==> src/rtl/wb_pkg.sv <==
// Shared Wishbone definitions: arbiter FSM states and cycle-type codes.
package wb_pkg;

    typedef enum logic [1:0] {
        IDLE = 2'd0,
        GNT0 = 2'd1,
        GNT1 = 2'd2
    } arb_state_t;

    localparam logic [2:0] CTI_CLASSIC = 3'b000;
    localparam logic [2:0] CTI_CONST   = 3'b001;
    localparam logic [2:0] CTI_INCR    = 3'b010;
    localparam logic [2:0] CTI_EOB     = 3'b111;

endpackage

==> src/rtl/wb_wdog.sv <==
// Stall watchdog: expires on the WDOG-th consecutive enabled cycle.
module wb_wdog #(
    parameter int WDOG = 64
) (
    input  logic clk,
    input  logic rst_n,
    input  logic clr,
    input  logic en,
    output logic expire
);

    logic [7:0] cnt_q;

    // cnt_q holds the stalls already seen, so this cycle is stall WDOG
    assign expire = en && (cnt_q == 8'(WDOG - 1));

    always_ff @(posedge clk or negedge rst_n) begin
        if (!rst_n) begin
            cnt_q <= '0;
        end else if (clr || expire) begin
            cnt_q <= '0;
        end else if (en) begin
            cnt_q <= cnt_q + 8'd1;
        end
    end

endmodule

==> src/rtl/wb_arbiter2.sv <==
// Two-master round-robin Wishbone arbiter with a stall watchdog.
module wb_arbiter2
    import wb_pkg::*;
#(
    parameter int ADR_W = 32,
    parameter int DAT_W = 32,
    parameter int WDOG  = 64
) (
    input  logic               clk,
    input  logic               rst_n,
    input  logic               m0_cyc,
    input  logic               m0_stb,
    input  logic               m0_we,
    input  logic [DAT_W/8-1:0] m0_sel,
    input  logic [ADR_W-1:0]   m0_adr,
    input  logic [DAT_W-1:0]   m0_dat_ms,
    input  logic [2:0]         m0_cti,
    output logic               m0_ack,
    output logic               m0_err,
    output logic [DAT_W-1:0]   m0_dat_sm,
    input  logic               m1_cyc,
    input  logic               m1_stb,
    input  logic               m1_we,
    input  logic [DAT_W/8-1:0] m1_sel,
    input  logic [ADR_W-1:0]   m1_adr,
    input  logic [DAT_W-1:0]   m1_dat_ms,
    input  logic [2:0]         m1_cti,
    output logic               m1_ack,
    output logic               m1_err,
    output logic [DAT_W-1:0]   m1_dat_sm,
    output logic               s_cyc,
    output logic               s_stb,
    output logic               s_we,
    output logic [DAT_W/8-1:0] s_sel,
    output logic [ADR_W-1:0]   s_adr,
    output logic [DAT_W-1:0]   s_dat_ms,
    output logic [2:0]         s_cti,
    input  logic               s_ack,
    input  logic [DAT_W-1:0]   s_dat_sm
);

    arb_state_t state_q, state_d;
    logic       last_q, last_d;
    logic       lock_q, lock_d;
    logic       g_stb;
    logic       wd_en, wd_clr, expire;
    logic       req0, req1;

    assign g_stb = (state_q == GNT0) ? m0_stb :
                   (state_q == GNT1) ? m1_stb : 1'b0;

    assign wd_en  = g_stb & ~s_ack;
    assign wd_clr = s_ack | (state_q == IDLE) | (state_d != state_q);

    // a master that just timed out sits out one arbitration round
    assign req0 = m0_cyc & ~(lock_q & ~last_q);
    assign req1 = m1_cyc & ~(lock_q & last_q);

    wb_wdog #(
        .WDOG(WDOG)
    ) u_wdog (
        .clk   (clk),
        .rst_n (rst_n),
        .clr   (wd_clr),
        .en    (wd_en),
        .expire(expire)
    );

    always_ff @(posedge clk or negedge rst_n) begin
        if (!rst_n) begin
            state_q <= IDLE;
            last_q  <= 1'b1;
            lock_q  <= 1'b0;
        end else begin
            state_q <= state_d;
            last_q  <= last_d;
            lock_q  <= lock_d;
        end
    end

    always_comb begin
        state_d = state_q;
        last_d  = last_q;
        lock_d  = lock_q;
        unique case (state_q)
            IDLE: begin
                lock_d = 1'b0;
                if (req0 && req1) begin
                    state_d = last_q ? GNT0 : GNT1;
                    last_d  = ~last_q;
                end else if (req0) begin
                    state_d = GNT0;
                    last_d  = 1'b0;
                end else if (req1) begin
                    state_d = GNT1;
                    last_d  = 1'b1;
                end
            end
            GNT0: begin
                if (expire) begin
                    state_d = IDLE;
                    lock_d  = 1'b1;
                end else if (!m0_cyc) begin
                    state_d = IDLE;
                end
            end
            GNT1: begin
                if (expire) begin
                    state_d = IDLE;
                    lock_d  = 1'b1;
                end else if (!m1_cyc) begin
                    state_d = IDLE;
                end
            end
            default: state_d = IDLE;
        endcase
    end

    always_comb begin
        s_cyc     = 1'b0;
        s_stb     = 1'b0;
        s_we      = 1'b0;
        s_sel     = '0;
        s_adr     = '0;
        s_dat_ms  = '0;
        s_cti     = '0;
        m0_ack    = 1'b0;
        m0_err    = 1'b0;
        m0_dat_sm = '0;
        m1_ack    = 1'b0;
        m1_err    = 1'b0;
        m1_dat_sm = '0;
        unique case (state_q)
            GNT0: begin
                s_cyc     = m0_cyc & ~expire;
                s_stb     = m0_stb & ~expire;
                s_we      = m0_we;
                s_sel     = m0_sel;
                s_adr     = m0_adr;
                s_dat_ms  = m0_dat_ms;
                s_cti     = m0_cti;
                m0_ack    = s_ack;
                m0_err    = expire;
                m0_dat_sm = s_dat_sm;
            end
            GNT1: begin
                s_cyc     = m1_cyc & ~expire;
                s_stb     = m1_stb & ~expire;
                s_we      = m1_we;
                s_sel     = m1_sel;
                s_adr     = m1_adr;
                s_dat_ms  = m1_dat_ms;
                s_cti     = m1_cti;
                m1_ack    = s_ack;
                m1_err    = expire;
                m1_dat_sm = s_dat_sm;
            end
            default: ;
        endcase
    end

endmodule

==> config.mk <==
export PLATFORM = sky130hd
export DESIGN_NAME = wb_arbiter2
export DESIGN_NICKNAME = d
export VERILOG_FILES = /design/src/rtl/wb_pkg.sv /design/src/rtl/wb_wdog.sv /design/src/rtl/wb_arbiter2.sv
export SDC_FILE = /design/constraint.sdc
export NUM_CORES = 1
export LEC_CHECK = 0
export CAP_MARGIN = 10
export CORE_AREA = 2 2 125 127
export CTS_CLUSTER_SIZE = 14
export DETAILED_ROUTE_END_ITERATION = 16
export DIE_AREA = 0 0 127 129
export GPL_ROUTABILITY_DRIVEN = 0
export MAX_ROUTING_LAYER = met4
export REMOVE_ABC_BUFFERS = 1
export SLEW_MARGIN = 0
export SYNTH_ARGS = -nofsm -noshare
export SYNTH_HDL_FRONTEND = slang
export SYNTH_SLANG_ARGS = --single-unit
export TNS_END_PERCENT = 1
==> constraint.sdc <==
create_clock -name clk -period 2.8 [get_ports clk]
set_clock_uncertainty 0.2 [all_clocks]
set_input_delay 0.56 -clock clk [delete_from_list [all_inputs] [get_ports clk]]
set_output_delay 0.56 -clock clk [all_outputs]
set_load 0.005 [all_outputs]
==> impl_metrics.csv, run 1 <==
group,metric,value,unit
worst_setup_path,start_kind,"flop",
worst_setup_path,crit_path_end_kind,"output port",
worst_setup_path,cp_top_family,"simple AND/OR/NAND/NOR gates",
sta,tns,-0.449,ns
synth,yosys_warnings,0,
sta,fmax,0.348,GHz
global_route,grt_overflow,0,
floorplanning,core_area,15000,um^2
synth,syn_avg_cell_area,7.05,um^2
global_route,grtUsageTotal,0.163,
place,io_buffer_count,324,
hold_path,min_from,"last_q",
detailed_routing,met1_length,6270,um
clock_network,clkSlewWorstSetupHoldPaths,0.04,ns
detailed_routing,postRouteWirelength,14800,um
floorplanning,die_area,16400,um^2
place,dp.cells,825,
global_route,grt_antenna_before_repair,0,
worst_setup_path,crit_chain,"ha_4, nand3b_4, a2111o_1, or3_4, nand2_2, nor2_1, clkdlybuf4s15_1",
final_layout,drive_above_1_share,0.0822,
global_route,grt_pass1_vias,3657,
worst_setup_path,cp.required,2.04,ns
final_layout,final_common_cell,"clkdlybuf4s50_1",
sta,tightest_slew,0.582,ns
detailed_routing,drtIter0Drc,158,
floorplanning,initial_core_util,0.154,
floorplanning,io_pins,325,
final_layout,postLayoutCoreUtil,0.406,
global_route,grt_pass1_wl,20600,um
floorplanning,chipHeight,129,um
synth,yosysSeqAreaShare,0.130,
synth,netlist_area,2310,um^2
clock_network,htree_levels,1,
run_status,status,"complete, but fails checks",
sta,slew_headroom,0.611,
sta,post-route-min-period,2.87,ns
pwr,p_leak,2.45,nW
hold_path,holdPathStages,2,
floorplanning,die_w,127,um
detailed_routing,routed.top_layer,"met4",
worst_setup_path,r2r_end,"state_q[1]",
clock_network,cts_max_path_buffers,2,
final_layout,fill_cells,1500,
final_layout,layout.nets,834,
final_layout,fin_area,6080,um^2
detailed_routing,wl_met3,869,um
job,maxCapViolations,0,
synth,ys_types,33,
sta,hold_viol,0,
place,dp_hpwl,12000,um
sta,slew_viol_final,0,
run_status,violations,"setup timing",
sta,hold-worst-slack,0.337,ns
sta,period_share,1.03,
synth,ys_ff_latch,12,
sta,rsz0062_at_grt,"true",
detailed_routing,drc,0,
sta,setup_violations,19,
worst_setup_path,cp_max_fo,4,
detailed_routing,route.met2.wl,7540,um
worst_setup_path,r2r_cells,8,
detailed_routing,drtPass1Iterations,4,
detailed_routing,vias,3635,
clock_network,cts_hold_buffers,0,
pwr,peakVddDrop,0.444,mV
pwr,power-per-cell-area,657,nW/um^2
clock_network,cts_tree,"built",
synth,synth_edf_count,0,
detailed_routing,wl_per_cell,17.8,um
synth,ys.flop_type,"dfrtp_1",
synth,async_flop_share,1.00,
sta,finalWorstSetupSlack,-0.0718,ns
place,pre_cts_ws,-0.598,ns
final_layout,final_cell_count_no_fill,833,
clock_network,numCtsBuffers,3,
worst_setup_path,crit_type,"reg -> out",
pwr,power.total,4.00,mW
floorplanning,rows,45,
worst_setup_path,crit_path_top_delay_cell,"a2111o_1",
hold_path,holdCritPathClass,"reg -> reg",
detailed_routing,drt.antenna.violating_nets,0,
final_layout,num_antenna_cells,0,
clock_network,clk_latency,0.24,ns
final_layout,area_growth,163,%
final_layout,final_cell_mix,"clkdlybuf4s50_1 (279), a22oi_1 (70), and2_1 (66)",
clock_network,clockRootBuffer,"clkbuf_16",
clock_network,cts.sinks,12,
synth,syn_inst,328,
hold_path,hold_end,"last_q",
place,dpl_cell_area,5880,um^2
worst_setup_path,cpPeakStageDelay,0.43,ns
worst_setup_path,r2r_start,"state_q[0]",
worst_setup_path,crit_buf_inv,1,
global_route,grt_max_degree,59,
worst_setup_path,arrival,2.11,ns
worst_setup_path,r2r_setup_slack,0.38,ns
detailed_routing,avgViaCountPerCell,4.36,
==> tightest hold or removal path, delay by kind of cell, from the launching register on <==
kind               cells  cell delay, ns
DFF                    1            0.37
AOI/OAI and AO/OA      2            0.16
==> kinds of logic (layout without fill, tap and decap cells) <==
group,count (synthesis),count (layout),synth area share
buffers and inverters,43,360,0.0736
multiplexers,3,3,0.0130
XOR/XNOR,7,7,0.0265
flip-flops,12,12,0.130
AND/OR/NAND/NOR,170,170,0.447
adder cells (fa/ha/maj),5,5,0.0271
AO/OA/AOI/OAI,88,88,0.282
==> power by group <==
part	internal (mW)	total (mW)	leakage, nW	switching, mW
logic	1.98	3.49	2.24	1.51
clock network	0.216	0.292	0.0442	0.0759
registers	0.201	0.220	0.162	0.0189
total	2.39	4.00	2.45	1.61
==> layer usage <==
| metal | track usage | vias up |
|---|---|---|
| li1 | - | 1780 |
| met1 | 0.208 | 1693 |
| met2 | 0.282 | 150 |
| met3 | 0.0195 | 12 |
| met4 | 0.0233 | 0 |
| met5 | - | - |
==> synthesized netlist by cell type (3+ instances only) <==
library cell	count	area, um^2
inv_1	8	30.0
nand2_1	5	18.8
xor2_1	6	52.6
and2_1	66	413
mux2i_1	3	30.0
nor2_1	9	33.8
nand4_1	4	25.0
nor4_1	3	18.8
clkbuf_1	32	120
nor2b_1	73	457
dfrtp_1	11	275
a21oi_1	6	30.0
ha_1	5	62.6
nor3_1	5	25.0
a22oi_1	72	541
==> area by class of cell <==
type	instances	area (um^2)	area share
Clock buffer	4	88.8	0.0146
Inverter	8	30.0	0.00494
Multi-Input combinational cell	273	1930	0.317
Sequential cell	12	302	0.0496
Tap cell	188	235	0.0387
Timing Repair Buffer	348	3500	0.575
==> worst max path at each step <==
stage	from	endpoint	slack [ns]	cells past startpoint
global route	state_q[1]	s_stb	-0.15	8
detailed placement	m1_stb	m0_err	-0.60	6
floorplan	state_q[0]	s_cyc	-1.43	7
finish	state_q[0]	s_stb	-0.07	7
global placement	m1_stb	m1_err	-0.53	6
CTS	state_q[0]	s_cyc	-0.10	7
==> repair_timing <==
action,CTS,global route
resized for setup,63,20
pin swaps,5,2
setup endpoints to repair,83,65
setup buffers,1,2
cloned,0,1
==> flip-flops by register name, indices dropped and copies added, names as in the netlist <==
register	flops
u_wdog.cnt_q	8
lock_q	1
state_q	2
last_q	1
Power figures use the tool's default switching activity.
==> run 2, diff against run 1 <==
--- a/config.mk
+++ b/config.mk
@@ -13,6 +13,7 @@
 export GPL_ROUTABILITY_DRIVEN = 0
 export MAX_ROUTING_LAYER = met4
 export REMOVE_ABC_BUFFERS = 1
+export SETUP_SLACK_MARGIN = 0.15
 export SLEW_MARGIN = 0
 export SYNTH_ARGS = -nofsm -noshare
 export SYNTH_HDL_FRONTEND = slang
==> run 2 against run 1 <==
Against the previous run: clock power hardly changed; total power grew 5.6%; die area unchanged; worst hold slack about the same; utilization up 1.3 points; the run still ends with setup timing left; largest cell class unchanged; global-route usage increased by 0.87 points; wire length rose by 3.4%; clock-buffer cell count unchanged; fmax shrank 0.23%; worst setup slack got worse by 0.0067 ns.
==> impl_metrics.csv, run 2 (synthesized netlist as in run 1, its figures left out) <==
group,metric,value,unit
place,dp_hpwl,12000,um
sta,setup_violations,15,
detailed_routing,avgViaCountPerCell,4.38,
sta,hold-worst-slack,0.337,ns
detailed_routing,drtPass1Iterations,5,
run_status,status,"complete, but fails checks",
sta,slew_viol_final,0,
detailed_routing,wl_per_cell,18.4,um
clock_network,cts_tree,"built",
clock_network,cts.sinks,12,
global_route,grt_pass1_vias,3715,
worst_setup_path,cp.required,2.04,ns
job,maxCapViolations,0,
pwr,p_leak,2.96,nW
clock_network,clockRootBuffer,"clkbuf_16",
place,io_buffer_count,324,
clock_network,numCtsBuffers,3,
sta,hold_viol,0,
worst_setup_path,crit_chain,"inv_2, buf_4, ha_4, buf_12, nor2b_1, clkdlybuf4s50_1",
sta,fmax,0.347,GHz
final_layout,drive_above_1_share,0.0881,
final_layout,largest_register_ffs,8,
place,dpl_cell_area,5880,um^2
sta,period_share,1.03,
final_layout,postLayoutCoreUtil,0.419,
floorplanning,initial_core_util,0.154,
clock_network,cts_max_path_buffers,2,
detailed_routing,drc,0,
detailed_routing,postRouteWirelength,15300,um
final_layout,area_growth,171,%
sta,post-route-min-period,2.88,ns
clock_network,clk_latency,0.24,ns
sta,tightest_slew,0.580,ns
worst_setup_path,cp.depth,6,
hold_path,holdCritPathClass,"reg -> reg",
global_route,grt_max_degree,56,
final_layout,layout.nets,836,
worst_setup_path,r2r_setup_slack,0.39,ns
final_layout,regMostFlops,"u_wdog.cnt_q",
worst_setup_path,r2r_start,"state_q[0]",
worst_setup_path,critical_path.endpoint,"s_adr[24]",
worst_setup_path,start_kind,"flop",
worst_setup_path,crit_type,"reg -> out",
worst_setup_path,startpoint,"state_q[0]",
pwr,peakVddDrop,0.397,mV
sta,slew_headroom,0.612,
final_layout,num_antenna_cells,0,
global_route,grt_antenna_before_repair,0,
floorplanning,core_area,15000,um^2
global_route,grtUsageTotal,0.171,
detailed_routing,drt.antenna.violating_nets,0,
final_layout,final_cell_mix,"clkdlybuf4s50_1 (273), a22oi_1 (70), nor2b_1 (65)",
detailed_routing,vias,3661,
floorplanning,die_area,16400,um^2
sta,finalWorstSetupSlack,-0.0785,ns
global_route,grt_pass1_wl,21400,um
final_layout,top_regs,"u_wdog.cnt_q (8), state_q (2)",
clock_network,htree_levels,1,
pwr,power-per-cell-area,674,nW/um^2
final_layout,final_common_cell,"clkdlybuf4s50_1",
worst_setup_path,crit_path_top_delay_cell,"clkdlybuf4s50_1",
sta,rsz0062_at_grt,"true",
worst_setup_path,crit_buf_inv,4,
place,pre_cts_ws,-0.598,ns
run_status,violations,"setup timing",
floorplanning,chipHeight,129,um
worst_setup_path,cp_max_fo,27,
worst_setup_path,cp_top_family,"buffers and inverters",
worst_setup_path,arrival,2.12,ns
clock_network,clkSlewWorstSetupHoldPaths,0.04,ns
global_route,grt_overflow,0,
final_layout,fin_area,6270,um^2
worst_setup_path,cpPeakStageDelay,0.55,ns
floorplanning,rows,45,
worst_setup_path,crit_path_end_kind,"output port",
detailed_routing,drtIter0Drc,165,
floorplanning,die_w,127,um
worst_setup_path,r2r_cells,8,
floorplanning,io_pins,325,
worst_setup_path,r2r_end,"state_q[1]",
## run 2: cell count changes in the layout (fill, tap and decap cells not counted), sizes merged
cell / delta
dlymetal6s2s: +35
dlygate4sd2: -29
clkdlybuf4s50: -6
buf: +1
bufbuf: +1
## run 2: area by class of cell
type	instances	area, um^2
fillers	1483	8700
repair buffers	350	3690
multi-input cells	273	1930
flip-flops and latches	12	302
well taps	188	235
clock buffers	4	88.8
inverters	8	30.0
## run 2: timing repair
item                       CTS  global route
cloned                       3             0
resized for setup           31            62
setup buffers                1             2
setup endpoints to repair  142           142
hold endpoints to repair     0             0
hold buffers                 0             0
pin swaps                    5             2
## run 2: worst min-delay path by stage
stage | end | from | cells after the start | slack (ns)
2_1_floorplan | lock_q | rst_n | 0 | 0.06
3_3_place_gp | last_q | last_q | 2 | 0.32
3_5_place_dp | last_q | last_q | 2 | 0.33
4_1_cts | last_q | last_q | 2 | 0.33
5_1_grt | last_q | last_q | 2 | 0.40
6_report | last_q | last_q | 2 | 0.34
## run 2: power by group
group / internal, mW / total, mW / leakage, nW / switching [mW]
sequential: 0.201 / 0.220 / 0.162 / 0.0190
combinational: 2.15 / 3.71 / 2.75 / 1.57
clock: 0.216 / 0.292 / 0.0442 / 0.0760
total: 2.56 / 4.23 / 2.96 / 1.66
## run 2: through the flow
stage / cells / setup TNS [ns] / power, mW
2_1_floorplan: 293 / -103.87 / 1.67
3_3_place_gp: 825 / -2.09 / 3.65
3_5_place_dp: 825 / -2.22 / 3.68
4_1_cts: 833 / -4.65 / 4.29
5_1_grt: 835 / -4.68 / 4.53
6_report: 835 / -0.465 / 4.23
## run 2: metal layers
metal  GRT usage  vias to the layer above  part of all wire  wire, um
li1            -                     1787                 -         -
met1       0.216                     1703              0.42      6390
met2       0.301                      157              0.51      7790
met3      0.0216                       14             0.063       964
met4      0.0233                        0             0.013       198
met5           -                        -                 0         0
## run 2: worst reg2reg max path: stages, from the launching register on
cell and delay, ns:
dfrtp_1 0.42, ha_4 0.20, nand3b_4 0.15, a2111o_1 0.43
or3_4 0.36, buf_6 0.14, buf_4 0.15, a31oi_1 0.19
nor2_1 0.07
